## src/rtl/apb_master_pkg.sv

```systemverilog
// Shared definitions for the APB master controller: sequencer states and default sizing.
package apb_master_pkg;

    typedef enum logic [1:0] {
        IDLE   = 2'd0,
        SETUP  = 2'd1,
        ACCESS = 2'd2
    } apb_state_t;

    localparam int DEF_ADDR_W      = 8;
    localparam int DEF_DATA_W      = 8;
    localparam int DEF_FIFO_DEPTH  = 4;
    localparam int DEF_TIMEOUT_CYC = 16;

    // Wide enough for the full 1..255 timeout range.
    localparam int TIMER_W = 8;

endpackage

```

## src/rtl/apb_cmd_fifo.sv

```systemverilog
// Synchronous command FIFO; the head entry is readable combinationally so the
// sequencer can launch a transfer on the same edge that pops it.
module apb_cmd_fifo #(
    parameter int WIDTH = 17,
    parameter int DEPTH = 4
) (
    input  logic             clk,
    input  logic             rstn,
    input  logic             push,
    input  logic [WIDTH-1:0] push_data,
    input  logic             pop,
    output logic [WIDTH-1:0] pop_data,
    output logic             full,
    output logic             empty
);
    localparam int PTR_W = $clog2(DEPTH);
    localparam logic [PTR_W:0] FULL_COUNT = (PTR_W + 1)'(DEPTH);

    logic [WIDTH-1:0] mem [DEPTH];
    logic [PTR_W-1:0] wr_ptr_reg;
    logic [PTR_W-1:0] rd_ptr_reg;
    logic [PTR_W:0]   count_reg;
    logic [PTR_W:0]   count_next;
    logic             do_push;
    logic             do_pop;

    assign full     = (count_reg == FULL_COUNT);
    assign empty    = (count_reg == '0);
    assign do_push  = push && !full;
    assign do_pop   = pop && !empty;
    assign pop_data = mem[rd_ptr_reg];

    always_comb begin
        count_next = count_reg;
        case ({do_push, do_pop})
            2'b10:   count_next = count_reg + 1'b1;
            2'b01:   count_next = count_reg - 1'b1;
            default: count_next = count_reg;
        endcase
    end

    // Pointers wrap naturally because DEPTH is a power of two.
    always_ff @(posedge clk) begin
        if (!rstn) begin
            wr_ptr_reg <= '0;
            rd_ptr_reg <= '0;
            count_reg  <= '0;
        end else begin
            if (do_push) begin
                wr_ptr_reg <= wr_ptr_reg + 1'b1;
            end
            if (do_pop) begin
                rd_ptr_reg <= rd_ptr_reg + 1'b1;
            end
            count_reg <= count_next;
        end
    end

    always_ff @(posedge clk) begin
        if (rstn && do_push) begin
            mem[wr_ptr_reg] <= push_data;
        end
    end

endmodule

```

## src/rtl/apb_master_ctrl.sv

```systemverilog
// APB master: queues CPU commands and replays them as registered APB transfers.
// Build option: define APB_TIMEOUT_EN to abort ACCESS phases stalled for TIMEOUT_CYC cycles.
module apb_master_ctrl
    import apb_master_pkg::*;
#(
    parameter int ADDR_W      = DEF_ADDR_W,
    parameter int DATA_W      = DEF_DATA_W,
    parameter int FIFO_DEPTH  = DEF_FIFO_DEPTH,
    parameter int TIMEOUT_CYC = DEF_TIMEOUT_CYC
) (
    input  logic              cpu_clk,
    input  logic              cpu_rstn,
    input  logic              cmd_valid,
    output logic              cmd_ready,
    input  logic              cmd_write,
    input  logic [ADDR_W-1:0] cmd_addr,
    input  logic [DATA_W-1:0] cmd_wdata,
    output logic              rsp_valid,
    output logic [DATA_W-1:0] rsp_rdata,
    output logic              rsp_err,
    output logic              rsp_timeout,
    output logic              busy,
    output logic              cpu_psel,
    output logic              cpu_penable,
    output logic              cpu_pwrite,
    output logic [ADDR_W-1:0] cpu_paddr,
    output logic [DATA_W-1:0] cpu_pwdata,
    input  logic              cpu_pready,
    input  logic              cpu_pslverr,
    input  logic [DATA_W-1:0] cpu_prdata
);
    localparam int CMD_W = 1 + ADDR_W + DATA_W;

    logic [CMD_W-1:0]  push_cmd;
    logic [CMD_W-1:0]  head_cmd;
    logic              fifo_full;
    logic              fifo_empty;
    logic              fifo_push;
    logic              fifo_pop;
    logic              head_write;
    logic [ADDR_W-1:0] head_addr;
    logic [DATA_W-1:0] head_wdata;

    apb_state_t        state_reg, state_next;
    logic              psel_reg, psel_next;
    logic              penable_reg, penable_next;
    logic              pwrite_reg, pwrite_next;
    logic [ADDR_W-1:0] paddr_reg, paddr_next;
    logic [DATA_W-1:0] pwdata_reg, pwdata_next;
    logic              rsp_valid_reg, rsp_valid_next;
    logic              rsp_err_reg, rsp_err_next;
    logic [DATA_W-1:0] rsp_rdata_reg, rsp_rdata_next;
    logic              xfer_done;
    logic              launch;
    logic              timeout_hit;

    assign cmd_ready = cpu_rstn && !fifo_full;
    assign fifo_push = cmd_valid && cmd_ready;
    assign push_cmd  = {cmd_write, cmd_addr, cmd_wdata};
    assign {head_write, head_addr, head_wdata} = head_cmd;

    apb_cmd_fifo #(
        .WIDTH (CMD_W),
        .DEPTH (FIFO_DEPTH)
    ) u_cmd_fifo (
        .clk       (cpu_clk),
        .rstn      (cpu_rstn),
        .push      (fifo_push),
        .push_data (push_cmd),
        .pop       (fifo_pop),
        .pop_data  (head_cmd),
        .full      (fifo_full),
        .empty     (fifo_empty)
    );

`ifdef APB_TIMEOUT_EN
    localparam logic [TIMER_W-1:0] TIMEOUT_LAST = TIMER_W'(TIMEOUT_CYC - 1);

    logic [TIMER_W-1:0] timer_reg, timer_next;
    logic               rsp_timeout_reg;

    // Counts ACCESS edges already spent waiting; cleared whenever not in ACCESS.
    always_comb begin
        timer_next = '0;
        if (state_reg == ACCESS) begin
            timer_next = timer_reg + 1'b1;
        end
    end

    assign timeout_hit = (state_reg == ACCESS) && !cpu_pready && (timer_reg == TIMEOUT_LAST);

    always_ff @(posedge cpu_clk) begin
        if (!cpu_rstn) begin
            timer_reg       <= '0;
            rsp_timeout_reg <= 1'b0;
        end else begin
            timer_reg       <= timer_next;
            rsp_timeout_reg <= timeout_hit;
        end
    end

    assign rsp_timeout = rsp_timeout_reg;
`else
    assign timeout_hit = 1'b0;
    assign rsp_timeout = 1'b0;
`endif

    always_comb begin
        state_next     = state_reg;
        psel_next      = psel_reg;
        penable_next   = penable_reg;
        pwrite_next    = pwrite_reg;
        paddr_next     = paddr_reg;
        pwdata_next    = pwdata_reg;
        rsp_valid_next = 1'b0;
        rsp_err_next   = 1'b0;
        rsp_rdata_next = '0;
        fifo_pop       = 1'b0;
        xfer_done      = 1'b0;
        launch         = 1'b0;

        case (state_reg)
            IDLE: begin
                launch = !fifo_empty;
            end
            SETUP: begin
                state_next   = ACCESS;
                penable_next = 1'b1;
            end
            ACCESS: begin
                xfer_done = cpu_pready || timeout_hit;
                if (xfer_done) begin
                    rsp_valid_next = 1'b1;
                    rsp_err_next   = cpu_pready ? cpu_pslverr : 1'b1;
                    rsp_rdata_next = (cpu_pready && !pwrite_reg) ? cpu_prdata : '0;
                    launch         = !fifo_empty;
                end
            end
            default: begin
                state_next = IDLE;
            end
        endcase

        // A finished transfer either chains straight into the next SETUP or parks the bus.
        if (launch) begin
            fifo_pop     = 1'b1;
            state_next   = SETUP;
            psel_next    = 1'b1;
            penable_next = 1'b0;
            pwrite_next  = head_write;
            paddr_next   = head_addr;
            pwdata_next  = head_wdata;
        end else if (xfer_done) begin
            state_next   = IDLE;
            psel_next    = 1'b0;
            penable_next = 1'b0;
            pwrite_next  = 1'b0;
            pwdata_next  = '0;
        end
    end

    always_ff @(posedge cpu_clk) begin
        if (!cpu_rstn) begin
            state_reg     <= IDLE;
            psel_reg      <= 1'b0;
            penable_reg   <= 1'b0;
            pwrite_reg    <= 1'b0;
            paddr_reg     <= '0;
            pwdata_reg    <= '0;
            rsp_valid_reg <= 1'b0;
            rsp_err_reg   <= 1'b0;
            rsp_rdata_reg <= '0;
        end else begin
            state_reg     <= state_next;
            psel_reg      <= psel_next;
            penable_reg   <= penable_next;
            pwrite_reg    <= pwrite_next;
            paddr_reg     <= paddr_next;
            pwdata_reg    <= pwdata_next;
            rsp_valid_reg <= rsp_valid_next;
            rsp_err_reg   <= rsp_err_next;
            rsp_rdata_reg <= rsp_rdata_next;
        end
    end

    assign cpu_psel    = psel_reg;
    assign cpu_penable = penable_reg;
    assign cpu_pwrite  = pwrite_reg;
    assign cpu_paddr   = paddr_reg;
    assign cpu_pwdata  = pwdata_reg;
    assign rsp_valid   = rsp_valid_reg;
    assign rsp_err     = rsp_err_reg;
    assign rsp_rdata   = rsp_rdata_reg;
    assign busy        = (state_reg != IDLE) || !fifo_empty;

endmodule
```

## config.mk

```make
export PLATFORM = sky130hd
export DESIGN_NAME = apb_master_ctrl
export DESIGN_NICKNAME = d
export VERILOG_FILES = /design/src/rtl/apb_master_pkg.sv /design/src/rtl/apb_cmd_fifo.sv /design/src/rtl/apb_master_ctrl.sv
export SDC_FILE = /design/constraint.sdc
export NUM_CORES = 1
export LEC_CHECK = 0
export ABC_AREA = 1
export CAP_MARGIN = 20
export CORE_MARGIN = 1
export CORE_UTILIZATION = 54
export CTS_CLUSTER_DIAMETER = 40
export DETAILED_ROUTE_END_ITERATION = 8
export PLACE_DENSITY = 0.9
export SLEW_MARGIN = 30
export SYNTH_ARGS = -nofsm -noshare
export SYNTH_HDL_FRONTEND = slang
export SYNTH_SLANG_ARGS = --single-unit
```

## constraint.sdc

```tcl
create_clock -name cpu_clk -period 2.47 [get_ports cpu_clk]
set_input_delay 0.247 -clock cpu_clk [delete_from_list [all_inputs] [get_ports cpu_clk]]
set_output_delay 0.247 -clock cpu_clk [all_outputs]
set_load 0.02 [all_outputs]
```

==> results of run 1 <==
layout make-up:
type | instances | area [µm²] | share of cell area [%]
clock buffer | 14 | 205.2 | 3.835
clock inverter | 2 | 35.03 | 0.6548
inverter | 88 | 330.3 | 6.174
multi-input combinational | 248 | 1149 | 21.47
sequential | 108 | 2843 | 53.13
tap | 102 | 127.6 | 2.385
timing repair buffer | 68 | 660.6 | 12.35
power by group through the flow:
stage               clock network, mW  registers, mW  logic, mW
floorplan                           0           2.50       1.24
global placement                    0           2.35       1.85
detailed placement                  0           2.37       1.92
CTS                              1.22           2.33       1.94
global route                     1.30           2.36       2.15
finish                           1.21           2.33       1.92
kinds of logic (layout without fill, tap and decap cells):
kind of cell               Yosys count  after routing
and+or+nand+nor                    222            222
AOI/OAI and AO/OA                   19             19
other                                1              1
adders and majority gates            6              6
DFF                                108            108
buffers and inverters              105            172
cell usage after synthesis (all sizes together):
cell / n / area [µm²]
clkbuf: 1 / 3.750
and2: 1 / 6.260
edfxtp: 68 / 2042
dfxtp: 40 / 800.8
ha: 5 / 62.56
a21oi: 7 / 46.30
inv: 88 / 330.3
nor3: 1 / 16.27
nand3: 33 / 165.2
nand4: 2 / 12.51
nand2: 130 / 500.5
conb: 1 / 3.750
nor2: 55 / 232.7
buf: 16 / 108.9
o21ai: 3 / 15.01
fa: 1 / 20.02
o211ai: 9 / 67.56
worst min-delay path by stage:
| stage | start | to | cells past startpoint |
|---|---|---|---|
| after global placement | cpu_pwdata[1] | cpu_pwdata[1] | 2 |
| after floorplan | cmd_wdata[0] | u_cmd_fifo.mem[0][0] | 0 |
| after detailed placement | cpu_pwdata[3] | cpu_pwdata[3] | 2 |
| after CTS | cpu_prdata[5] | rsp_rdata[5] | 3 |
| final | cpu_prdata[5] | rsp_rdata[5] | 3 |
| after global routing | cpu_prdata[7] | rsp_rdata[7] | 3 |
worst max-delay path: cells and delay by family, from the launching register on:
family | cells | cell delay (ns)
and+or+nand+nor | 8 | 0.84
adders and majority gates | 2 | 0.61
DFF | 1 | 0.37
buffers and inverters | 2 | 0.15
routing by layer:
layer  track usage (%)  vias up  wire [µm]
li1                  -     1548          -
met1             24.78     1398       3302
met2             35.49       84       4273
met3             2.956       10        396
met4             13.72        0        114
met5                 0        -          0
stage by stage:
step                cells  area (µm²)  power (mW)
finish                630        5350       5.458
global route          630        5350       5.811
CTS                   630        5350       5.483
detailed placement    614        5110       4.289
global placement      614        5110       4.201
floorplan             461        4434       3.730
==> run metrics, run 1 <==
vias per inst 4.825; internal power between 3 and 4 mW; area of the mapped netlist 4434 µm²; Synth Instances 461; Die Y 92.62 µm; CP startpoint u_cmd_fifo.count_reg[0]; CP dominant cell by count nand2_1; CP max-delay cell fa_1; CP Capture Point u_cmd_fifo.count_reg[2]; main combinational cell family by area after synthesis simple AND/OR/NAND/NOR gates; Clock transition at path regs 0.10 ns; multiplexer share of the synthesized area 0%; Worst Path Required 2.74 ns; TritonCTS clock tree built; reg2reg end u_cmd_fifo.count_reg[2]; highest clock rate 483.5 MHz; Starting DRT DRC Count 188; filler instances about 560; worst hold slack 0.3929 ns; Pleak 2.327 nW; n_diodes 0; crit path capture type flip-flop; Most flops, register u_cmd_fifo.mem; Synth Area in Simple Gates between 20% and 30%; setup violators final 0; Chip Width between 90 and 100 µm; TritonCTS buffer count 9; Syn Nets approximately 500; r2r setup slk 0.40 ns; commonest cells after routing, fill and taps aside nand2_1, inv_1, edfxtp_1; switch share 35.02%; clock latency at the later pin of the worst-skew pair approximately 0.36 ns; worst path arrival time 2.34 ns; Clk pwr share 22.1%; max_cap viols 0; Buffers on Ports 60; Hold Buf Count CTS 0; final net count 559; synth unique cells 26; final hold viol count 0; largest net degree at the start of global routing 54; power per cell area 1020 nW/µm²; Yosys warning total 0; fin crit period around 2.1 ns; Comb power frac 35.2%; reg2reg start u_cmd_fifo.count_reg[0]; Vias 3040; DIE AREA approximately 8600 µm²; antenna violations before repair 0; switching power ~1.9 mW; CTS max path bufs 2; Starting Density 56.51%; gr usage total 20.89%; RePlAce Congestion between 0.7 and 0.8; xor/xnor share of the synthesized area 0%; number of global-route vias before repair 3089; Final WS setup about 0.4 ns; post-route ant nets 0; worst-margin pin slew ~0.50 ns; Critical Path Start Type flip-flop; TritonRoute pass-1 iters 5; clock root buffer clkbuf_8; Overflow after GRT 0; Sink Count around 110; final worst-path cycle share 83.74%; Seq pwr share 42.7%; PostCTS Resize Cnt 0; global-route wire length before repair 13.63 mm; Synth Area in Compound Gates roughly 2.9%; max FFs per register just under 70; postcts setup bufs 0; Max Clock Skew 0.01241 ns; wire length per cell 12.84 µm; CP Class flip-flop to flip-flop; final WL 8.087 mm; worst min path class input pin to flip-flop; Synth Area in Adders 1.862%; Rows 32; DRC viols 0; Max-slew headroom 66.65%; crit-path max FO 7; final slew viol count 0; worst-case reg-to-reg path depth 12; register area share after synthesis between 60% and 70%; status complete, no violations; Sum Neg Setup Slack 0 ns; worst-path cell chain nor2_4 -> nand2_1 -> nand3_1 -> ha_1 -> inv_1 -> fa_1 -> inv_1 -> nand2_1 -> nand3_1 -> nand2_1 -> nand2_1 -> nor2_1; Post-DP HPWL 5.449 mm; Avg Inst Size Synth 9.619 µm²; commonest non-fill, non-tap cell in the layout nand2_1; pre-CTS WS 0.2354 ns; Syn-to-layout area delta 20.65%; layout cell share with drive strength beyond 1 6.818%; top-level I/O count 62; RSZ-0062 raised after global routing no; fin util 68.18%; Critical Path Max Stage Delay 0.38 ns; synthesized flop and latch total 108; CTS H-tree lvls 3; Core Box Area 7848 µm²; peak supply drop 0.3887 mV
Power figures use the tool's default switching activity.
==> inputs of run 2 (changes only) <==
==> constraint.sdc (replaced) <==
create_clock -name cpu_clk -period 2 [get_ports cpu_clk]
set_input_delay 0.2 -clock cpu_clk [delete_from_list [all_inputs] [get_ports cpu_clk]]
set_output_delay 0.2 -clock cpu_clk [all_outputs]
set_load 0.02 [all_outputs]
==> run 2 against run 1 <==
Count of clock-buffer cells in the layout shrank 3. Die area is the same. Highest routed layer unchanged. Clock power grew 6%. Worst hold slack lost 0.040 ns. First-iteration DRC count grew 19%. Final cell count grew 1.1%. Largest cell class unchanged. Combinational power grew 29%.
==> run metrics, run 2 (synthesis results as in run 1) <==
peak supply drop approximately 0.47 mV; TritonCTS buffer count 9; Buffers on Ports 60; Pleak about 2.4 nW; commonest non-fill, non-tap cell in the layout nand2_1; DP Area 5213 µm²; Core Box Area 7848 µm²; clock root buffer clkbuf_8; gr usage total 20.99%; crit-path max FO 5; final worst-path cycle share 94.75%; post-route ant nets 0; DIE AREA 8578 µm²; top-level I/O count 62; Critical Path Start Type flip-flop; commonest cells after routing, fill and taps aside nand2_1, inv_1, edfxtp_1; final slew viol count 0; antenna violations before repair 0; Starting Density between 50% and 60%; vias per inst 4.954; final instance area 5418 µm²; RePlAce Congestion approximately 0.81; Post-DP HPWL around 5.7 mm; met3 WL 411 µm; max_cap viols 0; Most flops, register u_cmd_fifo.mem; number of global-route vias before repair 3121; metal2 WL roughly 4.4 mm; CP Class flip-flop to output port; CTS max path bufs 2; final hold viol count 0; Clock transition at path regs 0.10 ns; Die Y 92.62 µm; max FFs per register ~70; Syn-to-layout area delta 22.18%; largest net degree at the start of global routing 27; worst min path class input pin to flip-flop; Vias roughly 3200; Overflow after GRT 0; Rows 32; highest clock rate 527.7 MHz; power per cell area 1229 nW/µm²; TritonRoute pass-1 iters 5; setup violators final 0; filler instances 559; wire length per cell 13.08 µm; fin util between 60% and 70%; Hold Buf Count CTS 0; top layer used by detailed routing met4; CTS H-tree lvls 3; final net count between 500 and 600; crit path capture type output port; n_diodes 0; TritonCTS clock tree built; RSZ-0062 raised after global routing no; Max Clock Skew 0.007532 ns; wl on met1 3.389 mm; final WL 8.329 mm; Sink Count 108; global-route wire length before repair approximately 14 mm; layout cell share with drive strength beyond 1 8.411%; DRC viols 0; Starting DRT DRC Count 223; Worst Path Required 1.80 ns; Chip Width 92.62 µm; worst path arrival time 1.70 ns; status complete, no violations; clock latency at the later pin of the worst-skew pair 0.36 ns; fin crit period 1.895 ns
==> run 2: path summary, 6_finish.rpt <==
| path | from | end | slack [ns] | depth (start not counted) |
|---|---|---|---|---|
| max | u_cmd_fifo.count_reg[0] | cmd_ready | 0.10 | 3 |
| min | cpu_prdata[6] | rsp_rdata[6] | 0.35 | 3 |
| max reg2reg | u_cmd_fifo.count_reg[1] | u_cmd_fifo.count_reg[2] | 0.20 | 12 |
| min reg2reg | cpu_pwdata[1] | cpu_pwdata[1] | 0.48 | 2 |
==> run 2: layer usage <==
metal / vias to the layer above / track usage (%)
li1: 1563 / -
met1: 1484 / 23.97
met2: 97 / 36.67
met3: 12 / 3.612
met4: 0 / 12.82
met5: - / 0
==> run 2: critical path, stage by stage (launching register included) <==
cell	delay, ns
dfxtp_1	0.43
nor2_4	0.08
a21oi_1	0.19
clkdlybuf4s50_1	0.64
==> run 2: report_power, final <==
part / switching (mW) / internal, mW
Combinational: 1.49 / 0.976
Clock: 0.712 / 0.572
Sequential: 0.227 / 2.68
Total: 2.43 / 4.23
==> run 2: metrics by stage <==
stage | std cells | TNS [ns] | power [mW] | hold WS [ns] | setup WS, ns
final | 637 | 0 | 6.658 | 0.3532 | 0.1049
after global routing | 637 | 0 | 7.072 | 0.3358 | 0.03389
after CTS | 637 | 0 | 6.677 | 0.3392 | 0.1027
after detailed placement | 621 | -0.1044 | 5.404 | 0.4651 | -0.1044
after global placement | 621 | -0.005655 | 5.275 | 0.4648 | -0.005655
after floorplan | 461 | 0 | 4.607 | 0.2989 | 0.1359
==> run 2: area by class of cell <==
class	count	area, µm²	area share, %
inverters	88	330.3	6.097
repair buffers	75	763.2	14.09
clock buffers	11	162.7	3.002
multi-input cells	248	1151	21.25
well taps	102	127.6	2.356
flip-flops and latches	108	2843	52.47
clock inverters	5	40.04	0.7390
==> run 2: repair_timing <==
item                                    CTS  global route
resized for setup                         0             1
buffers inserted                          0             0
endpoints found under the setup margin    0             1
